--- src/rtl/handshake_data_sync.sv ---
// rtl/handshake_data_sync.sv - 4-phase req/ack data synchronizer into the clk domain
// Only the request crosses through flops; the bus is sampled once req_s has settled.
module handshake_data_sync #(
   parameter int NUM_STAGES = 2,
   parameter int BUS_WIDTH  = 8
) (
   input  logic                 clk,
   input  logic                 rst_n,
   input  logic                 unsync_req,
   input  logic [BUS_WIDTH-1:0] unsync_bus,
   output logic [BUS_WIDTH-1:0] sync_bus,
   output logic                 enable_pulse,
   output logic                 ack,
   output logic                 busy
);

   typedef enum logic [1:0] {
      IDLE     = 2'd0,
      CAPTURE  = 2'd1,
      WAIT_LOW = 2'd2
   } state_e;

   state_e                state_q;
   state_e                state_d;
   logic [NUM_STAGES-1:0] sync_q;
   logic                  req_s;
   logic [BUS_WIDTH-1:0]  sync_bus_q;
   logic [BUS_WIDTH-1:0]  sync_bus_d;
   logic                  enable_pulse_q;
   logic                  enable_pulse_d;
   logic                  ack_q;
   logic                  ack_d;

   // Request synchronizer: the only logic that ever samples unsync_req.
   always_ff @(posedge clk or negedge rst_n) begin
      if (!rst_n) begin
         sync_q <= '0;
      end else begin
         sync_q <= {sync_q[NUM_STAGES-2:0], unsync_req};
      end
   end

   assign req_s = sync_q[NUM_STAGES-1];

   always_ff @(posedge clk or negedge rst_n) begin
      if (!rst_n) begin
         state_q        <= IDLE;
         sync_bus_q     <= '0;
         enable_pulse_q <= 1'b0;
         ack_q          <= 1'b0;
      end else begin
         state_q        <= state_d;
         sync_bus_q     <= sync_bus_d;
         enable_pulse_q <= enable_pulse_d;
         ack_q          <= ack_d;
      end
   end

   always_comb begin
      state_d = state_q;
      case (state_q)
         IDLE:     if (req_s) state_d = CAPTURE;
         CAPTURE:  state_d = WAIT_LOW;
         WAIT_LOW: if (!req_s) state_d = IDLE;
         default:  state_d = IDLE;
      endcase
   end

   // Next-value logic for the registered outputs; the bus is loaded only on capture.
   always_comb begin
      sync_bus_d     = sync_bus_q;
      enable_pulse_d = 1'b0;
      ack_d          = ack_q;
      case (state_q)
         IDLE: begin
            if (req_s) begin
               sync_bus_d     = unsync_bus;
               enable_pulse_d = 1'b1;
               ack_d          = 1'b1;
            end
         end
         CAPTURE: begin
            ack_d = 1'b1;
         end
         WAIT_LOW: begin
            if (!req_s) ack_d = 1'b0;
         end
         default: begin
            ack_d = 1'b0;
         end
      endcase
   end

   assign sync_bus     = sync_bus_q;
   assign enable_pulse = enable_pulse_q;
   assign ack          = ack_q;
   assign busy         = (state_q != IDLE);

endmodule

--- config.mk ---
export PLATFORM = sky130hd
export DESIGN_NAME = handshake_data_sync
export DESIGN_NICKNAME = d
export VERILOG_FILES = /design/src/rtl/handshake_data_sync.sv
export SDC_FILE = /design/constraint.sdc
export NUM_CORES = 1
export LEC_CHECK = 0
export ABC_AREA = 1
export CORE_AREA = 2 2 39 41
export CTS_CLUSTER_DIAMETER = 120
export DETAILED_ROUTE_END_ITERATION = 7
export DIE_AREA = 0 0 41 43
export PLACE_DENSITY = 0.83
export SLEW_MARGIN = 30
export SYNTH_ARGS = -nofsm -noshare
export SYNTH_HDL_FRONTEND = slang
export SYNTH_SLANG_ARGS = --single-unit
--- constraint.sdc ---
create_clock -name clk -period 1.9 [get_ports clk]
set_input_delay 0.19 -clock clk [delete_from_list [all_inputs] [get_ports clk]]
set_output_delay 0.19 -clock clk [all_outputs]
set_load 0.1 [all_outputs]
# After elaboration in Yosys (flattened, before gate mapping)
# Index checks and enable logic that the tools add are counted.
[word_totals]
register_bits = 14
input_bits = 11
out_inout_bits = 11
[op_classes]
eq_ne = 4
mux = 8
reduce_logical = 4
[ops]
columns = ["op", "n"]
rows = [
  ["$pmux 2 s3", 1],
  ["$mux 1", 4],
  ["$mux 2", 2],
  ["$ne 2x2->1 const B", 2],
  ["$reduce_and 2->1", 2],
  ["$pmux 1 s3", 1],
  ["$eq 2x1->1 const B", 1],
  ["$eq 2x2->1 const B", 1],
  ["$logic_not 2->1", 1],
  ["$reduce_bool 2->1", 1],
]

# Logic depth before layout (Yosys ltp)
# Gate-level depths: netlist (run 1).
[logic_depth]
ltp_word = 3
depth_mapped = 5
depth_no_buf = 5

# Worst setup path before layout (run 1)
# Ideal clock, no wire load.
[synth_path]
path_type = "register to register"
from = "register ack (netlist name)"
to = "register ack_q, in the netlist ack"
t_arrival_ns = 1.138
required_time_ns = 1.833
setup_slack_ns = 0.695
path_stages_with_launch = 3
n_path_buf = 0
synth_period_minus_slack_ns = 1.205
path_cell_list = "dfrtp_1 -> nand4_1 -> nand2_1"
[synth_lines]
columns = ["item", "line", "text"]
rows = [
  ["to (signal assigned)", "55", "ack_q <= ack_d;"],
  ["to (decl)", "31", "logic ack_q;"],
]

# Worst setup path in the final report (run 1)
[layout_path]
from = "register state_q[1]"
to = "output port busy"
[layout_between]
elab_chain_cells = 1
[layout_rtl]
columns = ["item", "line", "text"]
rows = [
  ["from (decl)", "23", "state_e state_q;"],
  ["from (signal assigned)", "52", "state_q <= state_d;"],
  ["$reduce_bool 2->1", "97", "assign busy = (state_q != IDLE);"],
  ["to (decl)", "14", "output logic busy"],
]
# No other way between the ends.

==> results of run 1 <==
==> final timing paths <==
check | endpoint | cells past startpoint
worst max-delay path | busy | 3
max in group asynchronous | sync_bus[7] | 1
worst min-delay path | state_q[1] | 1
worst min register to register | sync_q[1] | 0
worst max register to register | sync_bus[5] | 5
min in group clk | sync_q[1] | 0
==> critical path: cells and delay by family (launching register included) <==
kind | cells | cell delay, ns
AND/OR/NAND/NOR | 1 | 0.20
flip-flops | 1 | 0.41
buffers and inverters | 2 | 0.29
==> area by class of cell <==
type	instances	area [µm²]
Clock buffer	3	22.5
Fill cell	129	647
Inverter	6	22.5
Multi-Input combinational cell	33	139
Sequential cell	14	350
Tap cell	16	20.0
Timing Repair Buffer	21	183
==> synth_stat cells <==
| library cell | n | area (µm²) |
|---|---|---|
| inv_1 | 5 | 18.8 |
| inv_2 | 1 | 3.75 |
| a21oi_1 | 1 | 5.00 |
| nand4_1 | 1 | 6.26 |
| o21ai_0 | 1 | 5.00 |
| nor2_1 | 1 | 3.75 |
| nand2_1 | 27 | 101 |
| nand2_4 | 1 | 11.3 |
| nor2_2 | 1 | 6.26 |
| dfrtp_1 | 14 | 350 |
==> sequential cells by signal, summed over array words and instances, names as in the netlist <==
register and flops:
ack 1, sync_bus 8, state_q 2, sync_q 2, enable_pulse 1
==> through the flow <==
| step | cell area [µm²] | cells | setup WS [ns] |
|---|---|---|---|
| 3_5_place_dp | 714 | 90 | 0.832 |
| 2_1_floorplan | 512 | 53 | 0.695 |
| 5_1_grt | 737 | 93 | 0.487 |
| 4_1_cts | 737 | 93 | 0.524 |
| 3_3_place_gp | 714 | 90 | 0.868 |
| 6_report | 737 | 93 | 0.549 |
==> metal layers <==
metal / track usage (%) / part of all wire (%) / wire length (µm)
met1: 14.9 / 42 / 383
met3: 3.14 / 6.9 / 63
met5: 0 / 0 / 0
met4: 8.00 / 0 / 0
met2: 18.8 / 51 / 459
==> cell families after synthesis <==
| kind of cell | Yosys count | synth area share, % |
|---|---|---|
| simple gates | 31 | 25.2 |
| buf+inv | 6 | 4.40 |
| compound gates | 2 | 1.95 |
| flops | 14 | 68.5 |
==> out/qor.csv, run 1 <==
metric,value,unit
outcome,finished clean,
Die X,41,µm
Core Region,1380,µm²
Post-DRT Antenna Nets,0,
post-cts resize count,0,
Yosys cell types,10,
max-slew violations,0,
f_max,740,MHz
via-per-instance ratio,4.30,
total track usage,12.4,%
HP Class,input port to async pin,
row count,14,
GP Congestion,0.581,
Final HPWL DP,704,µm
area grow syn2layout,44.0,%
clock buffer depth,2,
die area,1760,µm²
YS warnings,0,
wire length per cell,9.75,µm
CP startpoint kind,flip-flop,
drc violations,0,
root cell of the clock tree,clkbuf_4,
Starting DRT DRC Count,1,
Setup crit end kind,primary output,
Mapped Cells,53,
Crit-path slowest cell,dfrtp_1,
pin count of the biggest net entering global routing,15,
Post-Synthesis Cell Area,512,µm²
Pre-Repair DR Iteration Count,2,
vias in the first global route,357,
Rel. slew slack,60.7,%
RSZ-0062 raised after global routing,no,
worst setup path start,state_q[1],
worst-margin pin slew,0.587,ns
PortBufs,21,
Die Y,43,µm
clock-pin transition on the worst setup and hold timing paths,0.07,ns
most frequent cells in the layout,"nand2_1, dfrtp_1, buf_4",
synthesis-stage register bit count,14,
IO Count,22,
CTS H-Tree Depth,1,
skew final,0.00470,ns
Initial Util,37.0,%
Mean Syn Cell Area,9.66,µm²
minimum clock period,1.35,ns
gr ovfl total,0,
hold_ws,0.295,ns
CP Data Arrival Time,1.16,ns
Routed WL,907,µm
Setup Buffers After CTS,0,
Layout Nets,90,
Setup Crit Path Kind,flip-flop to primary output,
layout cells sized above 1,22.1,%
crit-path cells,nor2_2 -> inv_1 -> buf_4,
Setup TNS Final,0,ns
CTS tree,done,
clk_lat worst skew,0.26,ns
Max-Cap Viols,0,
# diodes,0,
"Max FO, Critical Path",3,
Setup Viol. Count Final,0,
Critical R2R Launch,state_q[1],
cts bufs inserted,3,
"Hold-fix buffers, CTS",0,
initial antenna violation count,0,
clock sink count,14,
Final period util,71.1,%
global-route wire length before repair,1.44,mm
post-synthesis sequential area ratio,68.5,%
fin util,53.3,%
via count,400,
"most common cell after layout, fill and taps aside",nand2_1,
syn nets,64,
Reg2Reg Setup Slack,0.83,ns
Fin. Hold Viols,0,
Crit path required time,1.71,ns
max incr delay on CP,0.41,ns
Power of run 1 is left out: the tool's default activity adds up to more than one toggle a clock period on the data nets, which glitch-free logic cannot reach.
==> run 2, diff against run 1 <==
Settings changed: CORE_AREA 2 2 39 41 to default, CORE_ASPECT_RATIO from default to 0.9, CORE_MARGIN from default to 2, CORE_UTILIZATION from default to 35, DIE_AREA 0 0 41 43 to default, PLACE_DENSITY 0.83 to 0.8.
Clock period 1.9 ns to 1.1 ns, I/O delays scaled along.
==> run 2 against run 1 <==
Compared with the run above: critical path type unchanged; first-iteration DRC count rose to 8.0 times the previous value; setup slack lost 0.72 ns; utilization rose by 16 points; highest routed layer is now met4; flip-flop and latch count stayed put; critical path depth unchanged; clock skew fell by 0.0040 ns; the flow now finishes with violations (negative setup slack); routed wire length rose by 28%; sequential share of layout area shrank 10 points; final area increased by 32%; largest cell class unchanged.
==> out/qor.csv, run 2 (synthesis gave the netlist of run 1 again) <==
metric,value,unit,change
global-route wire length before repair,1.75,mm,+22%
crit-path cells,nor2_4 -> clkinvlp_4 -> buf_12,,
worst setup margin,-0.167,ns,-0.717 ns
gr ovfl total,0,,unchanged
failing checks,negative setup slack,,
die area,1780,µm²,+1.2%
max-slew violations,0,,unchanged
skew final,0.000728,ns,-0.00397 ns
layout cells sized above 1,40.5,%,+18 points
Core Region,1400,µm²,+1.1%
PortBufs,21,,unchanged
wire length per cell,11.7,µm,+20%
Initial Util,36.6,%,-0.40 points
clock-pin transition on the worst setup and hold timing paths,0.08,ns,about the same
row count,13,,-1
"most common cell after layout, fill and taps aside",nand2_1,,
Setup Crit Path Kind,flip-flop to primary output,,
HP Class,input port to async pin,,
IO Count,22,,unchanged
area of the multi-input gates,164,µm²,+18%
CTS tree,done,,
Routed WL,1.16,mm,+28%
via count,456,,+14%
minimum clock period,1.27,ns,
final instance area,975,µm²,+32%
CP startpoint kind,flip-flop,,
Pre-Repair DR Iteration Count,2,,unchanged
pin count of the biggest net entering global routing,15,,unchanged
# diodes,0,,unchanged
drc violations,0,,unchanged
Post-DRT Antenna Nets,0,,unchanged
Critical R2R Launch,state_q[1],,
Layout Nets,96,,+6.7%
Reg2Reg Setup Slack,-0.07,ns,-0.90 ns
"Buf+Inv Stages, Crit Path",2,,unchanged
clock sink count,14,,unchanged
max incr delay on CP,0.42,ns,about the same
worst-margin pin slew,0.384,ns,-0.203 ns
total track usage,14.7,%,+2.3 points
Final HPWL DP,844,µm,+20%
Max-Cap Viols,0,,unchanged
cts bufs inserted,3,,unchanged
Setup crit end kind,primary output,,
area grow syn2layout,90.5,%,
Crit path required time,0.99,ns,-0.72 ns
CP top delay family,flip-flops,,
CTS H-Tree Depth,1,,unchanged
GP Congestion,0.742,,+28%
Die Y,40.3,µm,-6.3%
Die X,44.3,µm,+8.1%
"Max FO, Critical Path",2,,-1
most frequent cells in the layout,"nand2_1, buf_12, clkdlybuf4s50_1",,
RSZ-0062 raised after global routing,yes,,
CP Data Arrival Time,1.16,ns,about the same
clk_lat worst skew,0.28,ns,+0.02 ns
Starting DRT DRC Count,8,,+7
Final period util,115,%,
# fillers,103,,-20%
clock buffer depth,2,,unchanged
Crit-path slowest cell,dfrtp_1,,
f_max,789,MHz,
Setup Viol. Count Final,9,,+9
Reg area,362,µm²,+3.2%
vias in the first global route,413,,+16%
via-per-instance ratio,4.61,,+7.1%
Setup TNS Final,-0.610,ns,-0.610 ns
pre-CTS setup slack,0.0199,ns,-0.812 ns
Rel. slew slack,74.4,%,+14 points
initial antenna violation count,0,,unchanged
max reg flops,8,,unchanged
worst reg2reg endpoint,sync_bus[7],,
Fin. Hold Viols,0,,unchanged
root cell of the clock tree,clkbuf_4,,
placed instance area,878,µm²,+23%
outcome,"finished, violations left",,
worst reg2reg path depth,7,,+2
-- run 2: cell count changes in the layout (fill, tap and decap cells not counted) --
| cell | change |
|---|---|
| clkinvlp_4 | +1 |
| dfrtp_2 | +9 |
| dfrtp_1 | -9 |
| nor2_4 | +1 |
| buf_4 | -8 |
| inv_2 | -1 |
| nand2_8 | +1 |
| inv_1 | -1 |
| buf_12 | +11 |
| nor2_2 | -1 |
| inv_6 | +2 |
| buf_6 | +1 |
| clkbuf_8 | +1 |
-- run 2: repair_timing --
action | in CTS | in global routing
setup endpoints to repair | 1 | 9
buffers inserted | 2 | 1
pin swaps | 1 | 0
gates cloned | 0 | 2
resized for setup | 2 | 4
hold buffers | 0 | 0
-- run 2: layout make-up --
type | count | share of cell area (%)
sequential | 14 | 37.1
multi-input combinational | 34 | 16.8
inverter | 6 | 3.21
clock buffer | 4 | 3.72
timing repair inverter | 1 | 0.899
timing repair buffer | 25 | 36.3
tap | 15 | 1.93
-- run 2: worst max-delay path by stage --
stage,start,endpoint,depth (start not counted)
after global placement,state_q[0],sync_bus[1],5
after detailed placement,state_q[0],sync_bus[7],5
final,state_q[1],busy,3
after global routing,state_q[1],busy,3
after floorplan,state_q[0],busy,2
after CTS,state_q[1],busy,3
-- run 2: routing by layer --
metal | track usage (%) | wire, µm | up-vias
li1 | - | - | 225
met1 | 16.0 | 440 | 212
met2 | 23.5 | 642 | 17
met3 | 7.66 | 62 | 2
met4 | 8.33 | 15 | 0
met5 | 0 | 0 | -
-- run 2: through the flow --
| step | utilization [%] | std cells | hold WS, ns |
|---|---|---|---|
| floorplan | - | 53 | -0.186 |
| global placement | 62.8 | 90 | 0.336 |
| detailed placement | 62.8 | 90 | 0.335 |
| CTS | 66.8 | 96 | 0.131 |
| global route | 69.7 | 99 | 0.155 |
| finish | 69.7 | 99 | 0.128 |
Power of run 2 is left out for the same reason.
==> run 3, diff against run 2 <==
Settings changed: CORE_AREA from default to 2 2 39 41, CORE_ASPECT_RATIO 0.9 to default, CORE_MARGIN 2 to default, CORE_UTILIZATION 35 to default, DIE_AREA from default to 0 0 41 43, HOLD_SLACK_MARGIN from default to 0.12, PLACE_DENSITY 0.8 to 0.83.
Clock period 1.1 ns to 1.6 ns, I/O delays scaled along.
==> run 3 against run 2 <==
Compared with the run above: the flow now finishes without violations; first-iteration DRC count is 25% lower; clock-buffer cell count fell by 1; final area decreased by 10%; global-route usage increased by 0.56 points.
==> out/qor.csv, run 3 (synthesis gave the netlist of run 1 again) <==
metric,value,unit,change
hold_ws,0.266,ns,+0.138 ns
gr ovfl total,0,,unchanged
# fillers,110,,+6.8%
clock buffer depth,2,,unchanged
f_max,758,MHz,
grt peak-use layer,met2,,
# diodes,0,,unchanged
outcome,finished clean,,
CP top delay family,flip-flops,,
Crit path required time,1.44,ns,+0.45 ns
met2 usage,21.9,%,-1.7 points
PortBufs,21,,unchanged
Reg area,350,µm²,-3.1%
RSZ-0062 raised after global routing,no,,
Rel. slew slack,59.4,%,-15 points
minimum clock period,1.32,ns,
initial antenna violation count,0,,unchanged
wire length per cell,10.6,µm,-9.5%
Pre-Repair DR Iteration Count,4,,+2
Core Region,1380,µm²,-1.1%
layout cells sized above 1,22.1,%,-18 points
Setup Viol. Count Final,0,,-9
Crit-path slowest cell,dfrtp_1,,
total track usage,15.3,%,+0.56 points
HP Class,input port to async pin,,
crit-path cells,nor2_2 -> inv_1 -> buf_12,,
vias in the first global route,410,,-0.73%
max incr delay on CP,0.41,ns,about the same
worst reg2reg endpoint,sync_bus[7],,
via-per-instance ratio,4.61,,+0.15%
Final period util,82.5,%,
Setup Buffers After CTS,0,,-2
grt met1 use,19.4,%,+3.4 points
Fin. Hold Viols,0,,unchanged
cts bufs inserted,3,,unchanged
Starting DRT DRC Count,6,,-2
Layout Nets,90,,-6.3%
Crit path depth,3,,unchanged
CTS H-Tree Depth,1,,unchanged
Cells after DPL,90,,unchanged
GP Congestion,0.563,,-24%
"most common cell after layout, fill and taps aside",nand2_1,,
most frequent cells in the layout,"nand2_1, dfrtp_1, buf_12",,
via count,429,,-5.9%
max-slew violations,0,,unchanged
Reg2Reg Setup Slack,0.53,ns,+0.60 ns
Critical R2R Launch,state_q[1],,
skew final,0.00140,ns,+0.000677 ns
die area,1760,µm²,-1.2%
clock sink count,14,,unchanged
Die Y,43,µm,+6.8%
Die X,41,µm,-7.5%
post-cts resize count,0,,-2
clock-pin transition on the worst setup and hold timing paths,0.07,ns,about the same
Routed WL,986,µm,-15%
worst setup path start,state_q[1],,
max reg flops,8,,unchanged
Initial Util,37.0,%,+0.40 points
global-route wire length before repair,1.76,mm,+0.80%
grt met3 use,4.19,%,-3.5 points
root cell of the clock tree,clkbuf_4,,
pin count of the biggest net entering global routing,15,,unchanged
post-route insts no fill,93,,-6.1%
crit path to,busy,,
IO Count,22,,unchanged
area grow syn2layout,70.9,%,
"Buf+Inv Stages, Crit Path",2,,unchanged
Setup Crit Path Kind,flip-flop to primary output,,
clk_lat worst skew,0.27,ns,about the same
Post-DRT Antenna Nets,0,,unchanged
row count,14,,+1
"Max FO, Critical Path",3,,+1
"Hold-fix buffers, CTS",0,,unchanged
Final HPWL DP,768,µm,-8.9%
worst reg2reg path depth,5,,-2
Max-Cap Viols,0,,unchanged
Setup TNS Final,0,ns,+0.610 ns
drc violations,0,,unchanged
area of the multi-input gates,139,µm²,-15%
CTS tree,done,,
CP startpoint kind,flip-flop,,
Setup crit end kind,primary output,,
CP Data Arrival Time,1.16,ns,about the same
worst-margin pin slew,0.606,ns,+0.222 ns
-- run 3: changes by cell type in the layout (fill, tap and decap cells not counted), sizes merged --
cell	before	now
buf	15	11
clkbuf	4	3
clkinvlp	1	0
nand2	29	28
-- run 3: final cells by class --
| class | instances | area share [%] |
|---|---|---|
| inverters | 6 | 2.58 |
| well taps | 16 | 2.29 |
| flip-flops and latches | 14 | 40.1 |
| repair buffers | 21 | 36.6 |
| clock buffers | 3 | 2.58 |
| multi-input cells | 33 | 15.9 |
-- run 3: metrics by stage --
step	setup slack (ns)	instance area, µm²	util, %
floorplan	0.395	512	-
global placement	0.585	852	61.6
detailed placement	0.525	852	61.6
CTS	0.273	875	63.2
global route	0.205	875	63.2
finish	0.280	875	63.2
-- run 3: worst min path at each step --
stage | start | to | slack [ns] | cells past startpoint
floorplan | rst_n | ack | -0.14 | 0
global placement | sync_q[0] | sync_q[1] | 0.34 | 0
detailed placement | sync_q[0] | sync_q[1] | 0.34 | 0
CTS | rst_n | state_q[1] | 0.27 | 1
global route | rst_n | state_q[1] | 0.31 | 1
finish | rst_n | sync_q[1] | 0.27 | 1
-- run 3: metal layers --
metal	up-vias	part of all wire [%]	wire (µm)
met5	-	0	0
met4	0	2.7	27
met3	2	6.4	63
met2	15	51	499
met1	199	40	396
li1	213	-	-
Power of run 3 is left out for the same reason.
